File: src/rtl/rr_stream_mux_if.sv
// Handshake bundle between N_CH producer streams, the multiplexer and one consumer.
// The slave modport is the multiplexer's view; master is the surrounding environment.
interface rr_stream_mux_if #(
    parameter int N_CH = 8,
    parameter int DW   = 8
);
    localparam int CW = $clog2(N_CH);

    logic                 mode;
    logic [CW-1:0]        sel;
    logic [N_CH*DW-1:0]   in_data;
    logic [N_CH-1:0]      in_valid;
    logic [N_CH-1:0]      in_ready;
    logic [DW-1:0]        out_data;
    logic [CW-1:0]        out_ch;
    logic                 out_valid;
    logic                 out_ready;

    modport slave (
        input  mode, sel, in_data, in_valid, out_ready,
        output in_ready, out_data, out_ch, out_valid
    );

    modport master (
        output mode, sel, in_data, in_valid, out_ready,
        input  in_ready, out_data, out_ch, out_valid
    );
endinterface

File: src/rtl/rr_stream_mux.sv
// N-channel registered stream multiplexer: fixed-select or round-robin arbitration
// feeding a one-entry output register with valid/ready handshakes on both sides.
module rr_stream_mux #(
    parameter int N_CH = 8,
    parameter int DW   = 8
) (
    input  logic            clk,
    input  logic            rst_n,
    rr_stream_mux_if.slave  bus
);
    localparam int CW = $clog2(N_CH);

    logic [DW-1:0] ch_data [N_CH];

    logic          load;
    logic          grant_valid;
    logic [CW-1:0] grant_idx;

    logic [CW-1:0] ptr_q, ptr_d;
    logic [DW-1:0] out_data_q, out_data_d;
    logic [CW-1:0] out_ch_q, out_ch_d;
    logic          out_valid_q, out_valid_d;

    generate
        for (genvar gi = 0; gi < N_CH; gi++) begin : g_ch
            assign ch_data[gi] = bus.in_data[gi*DW +: DW];
            assign bus.in_ready[gi] = rst_n & load & grant_valid & (grant_idx == CW'(gi));
        end
    endgenerate

    assign load = ~out_valid_q | bus.out_ready;

    // Round-robin scan runs from the farthest offset to the nearest so the
    // channel closest to ptr is the one left standing.
    always_comb begin
        int            idx;
        logic [CW-1:0] idx_c;
        grant_valid = 1'b0;
        grant_idx   = '0;
        idx         = 0;
        idx_c       = '0;
        if (!bus.mode) begin
            for (int i = 0; i < N_CH; i++) begin
                if (bus.sel == CW'(i) && bus.in_valid[i]) begin
                    grant_valid = 1'b1;
                    grant_idx   = CW'(i);
                end
            end
        end else begin
            for (int k = N_CH - 1; k >= 0; k--) begin
                idx = int'(ptr_q) + k;
                if (idx >= N_CH) begin
                    idx = idx - N_CH;
                end
                idx_c = CW'(idx);
                if (bus.in_valid[idx_c]) begin
                    grant_valid = 1'b1;
                    grant_idx   = idx_c;
                end
            end
        end
    end

    always_comb begin
        out_data_d  = out_data_q;
        out_ch_d    = out_ch_q;
        out_valid_d = out_valid_q;
        ptr_d       = ptr_q;
        if (load) begin
            if (grant_valid) begin
                out_data_d  = ch_data[grant_idx];
                out_ch_d    = grant_idx;
                out_valid_d = 1'b1;
                if (bus.mode) begin
                    ptr_d = (grant_idx == CW'(N_CH - 1)) ? '0 : grant_idx + 1'b1;
                end
            end else begin
                out_valid_d = 1'b0;
            end
        end
    end

    always_ff @(posedge clk) begin
        if (!rst_n) begin
            ptr_q       <= '0;
            out_data_q  <= '0;
            out_ch_q    <= '0;
            out_valid_q <= 1'b0;
        end else begin
            ptr_q       <= ptr_d;
            out_data_q  <= out_data_d;
            out_ch_q    <= out_ch_d;
            out_valid_q <= out_valid_d;
        end
    end

    assign bus.out_data  = out_data_q;
    assign bus.out_ch    = out_ch_q;
    assign bus.out_valid = out_valid_q;
endmodule

File: src/flat_wrapper.sv
// flat-port wrapper written by rule: the top's interface ports become plain ports
module rr_stream_mux_flat 
#(
    parameter int N_CH = 8,
    parameter int DW   = 8
)
  (clk, rst_n, bus_mode, bus_sel, bus_in_data, bus_in_valid, bus_out_ready, bus_in_ready, bus_out_data, bus_out_ch, bus_out_valid);
  rr_stream_mux_if #(.N_CH(N_CH), .DW(DW)) bus_i ();
  input  logic clk;
  input  logic rst_n;
  input wire logic [$bits(bus_i.mode)-1:0] bus_mode;
  input wire logic [$bits(bus_i.sel)-1:0] bus_sel;
  input wire logic [$bits(bus_i.in_data)-1:0] bus_in_data;
  input wire logic [$bits(bus_i.in_valid)-1:0] bus_in_valid;
  input wire logic [$bits(bus_i.out_ready)-1:0] bus_out_ready;
  output wire logic [$bits(bus_i.in_ready)-1:0] bus_in_ready;
  output wire logic [$bits(bus_i.out_data)-1:0] bus_out_data;
  output wire logic [$bits(bus_i.out_ch)-1:0] bus_out_ch;
  output wire logic [$bits(bus_i.out_valid)-1:0] bus_out_valid;
  assign bus_i.mode = bus_mode;
  assign bus_i.sel = bus_sel;
  assign bus_i.in_data = bus_in_data;
  assign bus_i.in_valid = bus_in_valid;
  assign bus_i.out_ready = bus_out_ready;
  assign bus_in_ready = bus_i.in_ready;
  assign bus_out_data = bus_i.out_data;
  assign bus_out_ch = bus_i.out_ch;
  assign bus_out_valid = bus_i.out_valid;
  rr_stream_mux #(.N_CH(N_CH), .DW(DW)) u_core (.clk(clk), .rst_n(rst_n), .bus(bus_i));
endmodule
File: config.mk
export PLATFORM = sky130hd
export DESIGN_NAME = rr_stream_mux_flat
export DESIGN_NICKNAME = d
export VERILOG_FILES = /design/src/rtl/rr_stream_mux_if.sv /design/src/rtl/rr_stream_mux.sv /design/src/flat_wrapper.sv
export SDC_FILE = /design/constraint.sdc
export NUM_CORES = 1
export LEC_CHECK = 0
export CORE_UTILIZATION = 45
export DETAILED_ROUTE_END_ITERATION = 12
export DONT_BUFFER_PORTS = 1
export PLACE_DENSITY = 0.58
export SETUP_SLACK_MARGIN = 0.4
export SYNTH_ARGS = -nofsm -noshare
export SYNTH_HDL_FRONTEND = slang
export SYNTH_SLANG_ARGS = --single-unit
File: constraint.sdc
create_clock -name clk -period 10.8 [get_ports clk]
set_input_delay 0 -clock clk [delete_from_list [all_inputs] [get_ports clk]]
set_output_delay 0 -clock clk [all_outputs]
set_load 0.02 [all_outputs]
# --- Yosys cells after proc, flatten, opt, wreduce, memory -nomap -nowiden ---
# Index checks and enable logic that the tools add are counted.
# Widths: inputs -> output; s select.
word_totals:
  in_bits: 79
  out_inout_bits: 20
  ff_bits: 15
  wordCells: 146
op_classes:
  order_cmp: 17
  bitwise: 13
  muxes: 70
  n_eq_ne: 14
  n_addsub: 16
  n_reduce_logical: 12
ops:
  columns: ["op", "n"]
  rows:
  - ["$mux 3", 30]
  - ["$ge 4x4->1 const B", 8]
  - ["$lt 3x4->1 const B", 8]
  - ["$mux 1", 27]
  - ["$bmux 1 s3", 8]
  - ["$bmux 8 s3", 1]
  - ["$eq 3x3->1 const B", 8]
  - ["$sub 3x1->3 const B", 8]
  - ["$add 3x3->4 const B", 4]
  - ["$mux 8", 2]
  - ["$eq 3x2->1 const B", 4]
  - ["$and 1x1->1", 10]
  - ["$add 3x2->4 const B", 2]
  - ["$logic_and 1x1->1", 8]
  - ["$eq 3x1->1 const B", 2]
  - ["$logic_not 3->1", 2]
  - ["$add 3x1->4 const B", 1]
  - ["$ge 3x4->1 const B", 1]
  - ["$mux 2", 2]
  - ["$not 3->4", 1]
  - ["$add 3x1->3 const B", 1]
  - ["$reduce_and 3->1", 1]
  - ["$reduce_and 2->1", 1]
  - ["$not 1->1", 1]
  - ["$or 1x1->1", 1]

# --- Logic depth before layout (Yosys ltp) ---
logic_depth:
  word_depth: 19
  ltp_mapped: 17
  mapped_depth_nobuf: 11

# --- Least setup slack after synthesis ---
# Ideal clock, no wire load.
synth_path:
  path_type: "flip-flop to flip-flop"
  from: "register u_core.ptr_q[1]"
  to: "register u_core.out_data_q[3] (netlist: u_core.bus.out_data[3])"
  required_ns: 10.680
  setup_ns: 0.120
  synth_period_minus_slack_ns: 3.479
  n_path_buf: 4
  path_stages_with_launch: 16
  slack_ns: 7.321
  t_arrival_ns: 3.360
  cell_sequence: "dfxtp_1 -> buf_4 -> buf_6 -> inv_2 -> ha_1 -> buf_6 -> mux2_2 -> a222oi_1 -> o21ai_1 -> a221oi_2 -> a21oi_2 -> a21oi_4 -> buf_6 -> mux2i_1 -> mux2i_1 -> a211o_1"
synth_via:
  elab_chain_len: 19
  word_cells_on_any_way: 78
  classes_between: "add/sub (15); order compare (8); mux (53); bitwise (1); reduce/logical (1)"
synth_lines:
  columns: ["item", "line", "source"]
  rows:
  - ["start: declaration", "rr_stream_mux.sv:19", "logic [CW-1:0] ptr_q, ptr_d;"]
  - ["start signal: assignment", "rr_stream_mux.sv:90", "ptr_q <= ptr_d;"]
  - ["$add 3x3->4", "rr_stream_mux.sv:51", "idx = int'(ptr_q) + k;"]
  - ["$ge 4x4->1 or $sub 3x1->3 (tied branches)", "rr_stream_mux.sv:52, rr_stream_mux.sv:53", null]
  - ["$mux 3", "rr_stream_mux.sv:52", "if (idx >= N_CH) begin"]
  - ["$mux 3", "rr_stream_mux.sv:42", "if (!bus.mode) begin"]
  - ["$bmux 1 s3", "rr_stream_mux.sv:56", "if (bus.in_valid[idx_c]) begin"]
  - ["$mux 1 (implied by the code)", "rr_stream_mux.sv:56", null]
  - ["$mux 3 (8 in series)", "rr_stream_mux.sv:56", null]
  - ["$mux 3", "rr_stream_mux.sv:42", null]
  - ["$not 3->4 (implied by the code)", "rr_stream_mux.sv:71", "out_data_d = ch_data[grant_idx];"]
  - ["$bmux 8 s3", "rr_stream_mux.sv:71", null]
  - ["$mux 8 (implied by the code) (2 in series)", "rr_stream_mux.sv:71", null]
  - ["end signal: assignment", "rr_stream_mux.sv:91", "out_data_q <= out_data_d;"]
  - ["end: declaration", "rr_stream_mux.sv:20", "logic [DW-1:0] out_data_q, out_data_d;"]
# Several ways; a longest one is shown, not always the timed one. The select of a mux whose other input is x is not followed.
# A chain may end at the register's enable or synchronous reset.

# --- Final worst setup path ---
layout_path:
  from: "register u_core.ptr_q[1]"
  to: "output bus_in_ready[4]"
layout_via:
  elab_chain_len: 17
  word_cells_on_any_way: 76
  classes_between: "add/sub (15); order compare (8); eq/ne (1); mux (50); bitwise (2)"
layout_lines:
  columns: ["item", "line", "source"]
  rows:
  - ["$add 3x3->4", "rr_stream_mux.sv:51", null]
  - ["$ge 4x4->1 or $sub 3x1->3 (tied branches)", "rr_stream_mux.sv:52, rr_stream_mux.sv:53", null]
  - ["$mux 3", "rr_stream_mux.sv:52", null]
  - ["$mux 3", "rr_stream_mux.sv:42", null]
  - ["$bmux 1 s3", "rr_stream_mux.sv:56", null]
  - ["$mux 1 (implied by the code)", "rr_stream_mux.sv:56", null]
  - ["$mux 3 or $mux 1 (tied branches) (8 in series)", "rr_stream_mux.sv:56", null]
  - ["$mux 3 or $mux 1 (tied branches)", "rr_stream_mux.sv:42", null]
  - ["$eq 3x3->1 or $and 1x1->1 (tied branches)", "rr_stream_mux.sv:27", "assign bus.in_ready[gi] = rst_n & load & grant_valid & (grant_idx == CW'(gi));"]
  - ["$and 1x1->1 *", "rr_stream_mux.sv:27", null]
  - ["end: declaration", "flat_wrapper.sv:16", "output wire logic [$bits(bus_i.in_ready)-1:0] bus_in_ready;"]
# Every way passes the cells marked *; elsewhere a longest branch is shown, timed or not. The select of a mux whose other input is x is not followed.

==> results.md <==
- Design area: 2621 µm²
- HP Start: rst_n
- Core area: 5608 µm²
- Most common cell after layout, fill and taps aside: mux2i_1
- CP Cell Sequence: inv_2, ha_1, mux2_2, a222oi_1, o21ai_1, a221oi_2, a21oi_2, a21oi_4, nand2_1, nor3_1
- Boundary Pins: 99
- Pleak: 0.001029 µW
- Most used DFF post-synth: dfxtp_1
- Number of hold buffers added after cts: 2
- Die area: 6206 µm²
- PostCTS Resize Cnt: 0
- Final #Nets: 361
- Crit Path Category: flip-flop to output pin
- ANT nets after route: 0
- Clk buf depth: 2
- RSZ-0062 raised after global routing: false
- Area leader, netlist: mux4_2
- First-pass GRT wire length: 11270 µm
- Initial detailed-routing violation count: 160
- GP Congestion: 0.8599
- Setup bufs post-CTS: 0
- Seq cells post-synth: 15
- Fillers: 553
- Slowest cell on the critical path: ha_1
- Hold Crit Class: input pin to flip-flop
- Largest cells by area after synthesis: mux4_2 (16%), mux2i_1 (12%), dfxtp_1 (11%)
- Area share of the largest cell type after synthesis: 0.1613
- Die width: 78.78 µm
- Least-Margin Pin Slew: 1.019 ns
- Hold path depth: 2
- Via count: 2341
- Final WL: 7268 µm
- Slew HR: 0.3208
- Sequential share of the synthesized area: 0.1132
- Yosys Warn Count: 0
- DP Area: 2556 µm²
- Grt ovf: 0
- Clock Latency Late Sink: 0.25 ns
- Period minus WS final: 5.086 ns
- Crit-path max FO: 23
- Setup_tns: 0 ns
- Num CTS Buffers: 3
- Starting Density: 0.4730
- Startpoint Class: flip-flop
- CTS Sinks: 15
- Status: finished, final reports clean
- Pwr/cell area: 174.2 nW/µm²
- Initial antenna violation count: 0
- CP endpoint kind: output pin
- R2R Setup Slk: 5.94 ns
- Min-Delay Endpoint: u_core.bus.out_data[0]$_SDFFE_PN0P_
- Setup Skew: 0.002067 ns
- Synthesized instance count: 300
- DP Wirelength: 5458 µm
- Final setup viols: 0
- Synth async-reset ratio: 0
- FF-to-FF Start: u_core.ptr_q[1]$_SDFFE_PN0P_
- Post-synth EDFFs: 0
- Reg2Reg Capture Point: u_core.bus.out_data[6]$_SDFFE_PN0P_
- Critical path data required time: 10.80 ns
- Slew Limit Fails: 0
- Port bufs: 0
- Maxcap violations: 0
- Largest net degree at the start of global routing: 31
- Drt wl/cell: 20.71 µm
- Crit-path max cell delay: 0.80 ns
- # rows: 27
- # H-tree levels: 1
- Drt drc: 0
- TritonRoute pass-1 iters: 4
- Layout cell share with drive strength beyond 1: 0.1971
- Post-synth cell types: 62
- Diodes inserted: 0
- Area Overhead vs Synth: -1.179%
- Syn Std Cell Area: 2653 µm²
- Die Y: 78.78 µm
- IR Drop Worst-Case VDD: 0.1067 mV
- Tcrit/Tclk final: 0.4709
- Most frequent cells in the layout: mux2i_1 (33), nand2_1 (27), nor2_1 (23), mux4_2 (19), dfxtp_1 (15)
- Clock Pin Slew Worst Setup and Hold Paths: 0.06 ns
- Root buf cell: clkbuf_8
- Syn Area/Cell: 8.842 µm²
- Net Count, Synth: 381
- Vias in the first global route: 2092
- Cell count of the worst reg-to-reg path: 10
- Vias/cell: 6.670
- TritonCTS clock tree: done
- FMAX: 0.1966 GHz
- Hold Violations, Final: 0
- Gr usage total: 0.2294
- Crit path DAT: 5.09 ns
metrics by stage:
step | util | hold slack (ns) | power [µW] | std cells | setup slack [ns]
after CTS | 0.4674 | 0.001024 | 454.8 | 351 | 5.733
after detailed placement | 0.4558 | 0.1283 | 406.6 | 345 | 5.982
after global routing | 0.4674 | 0.002786 | 491.9 | 351 | 5.370
after floorplan | - | 0.1837 | 378.5 | 300 | 7.321
after global placement | 0.4558 | 0.1274 | 409.3 | 345 | 6.050
final | 0.4674 | 0.006123 | 456.5 | 351 | 5.714
worst max path at each step:
stage | cells after the start | endpoint | slack, ns | from
global placement | 11 | u_core.bus.out_data[7]$_SDFFE_PN0P_ | 6.05 | u_core.ptr_q[1]$_SDFFE_PN0P_
floorplan | 15 | u_core.bus.out_data[3]$_SDFFE_PN0P_ | 7.32 | u_core.ptr_q[1]$_SDFFE_PN0P_
detailed placement | 10 | u_core.bus.out_data[6]$_SDFFE_PN0P_ | 5.98 | u_core.ptr_q[1]$_SDFFE_PN0P_
CTS | 10 | bus_in_ready[4] | 5.73 | u_core.ptr_q[1]$_SDFFE_PN0P_
global route | 10 | bus_in_ready[4] | 5.37 | u_core.ptr_q[1]$_SDFFE_PN0P_
finish | 10 | bus_in_ready[4] | 5.71 | u_core.ptr_q[1]$_SDFFE_PN0P_
synth_stat cells, drive strengths merged, types with 9 or more instances:
cell,instances
mux4,19
inv,15
nor3,9
nand2,27
and3,10
mux2i,34
a211oi,15
mux2,12
nor2,24
o21ai,10
dfxtp,15
buf,18
clkbuf,10
state kept, by name, indices dropped and copies added, names as in the netlist:
register              flops
u_core.bus.out_ch         3
u_core.ptr_q              3
u_core.bus.out_data       8
u_core.bus.out_valid      1
logic make-up after synthesis:
group                      synth area share
DFF                                  0.1132
and+or+nand+nor                      0.1708
adders and majority gates          0.009432
AOI/OAI and AO/OA                    0.2528
muxes                                0.3434
xor gates and xnor gates            0.01604
buffers and inverters               0.09434
routing by layer:
metal  share of wire  track usage  vias to the layer above
li1                -            -                     1118
met1            0.48       0.3540                     1109
met2            0.44       0.3252                      108
met3           0.076      0.04253                        6
met4           0.010      0.05000                        0
met5               0            0                        -
cell type report:
cell class / count / area [µm²] / share of cell area
Clock buffer: 4 / 45.04 / 0.01718
Inverter: 15 / 56.30 / 0.02148
Multi-Input combinational cell: 242 / 2102 / 0.8019
Sequential cell: 15 / 300.3 / 0.1146
Tap cell: 72 / 90.09 / 0.03437
Timing Repair Buffer: 3 / 27.53 / 0.01050
worst max-delay path, delay by kind of cell (launching register included):
| family | cells | cell delay [ns] |
|---|---|---|
| AOI/OAI and AO/OA | 5 | 1.78 |
| adders and majority gates | 1 | 0.80 |
| buffers and inverters | 1 | 0.23 |
| DFF | 1 | 0.78 |
| muxes | 1 | 0.44 |
| and+or+nand+nor | 2 | 0.78 |
power by group:
part | internal [µW] | switching [µW]
clock | 26.1 | 19.8
combinational | 135 | 174
sequential | 70.0 | 31.3
Power figures use the tool's default switching activity.
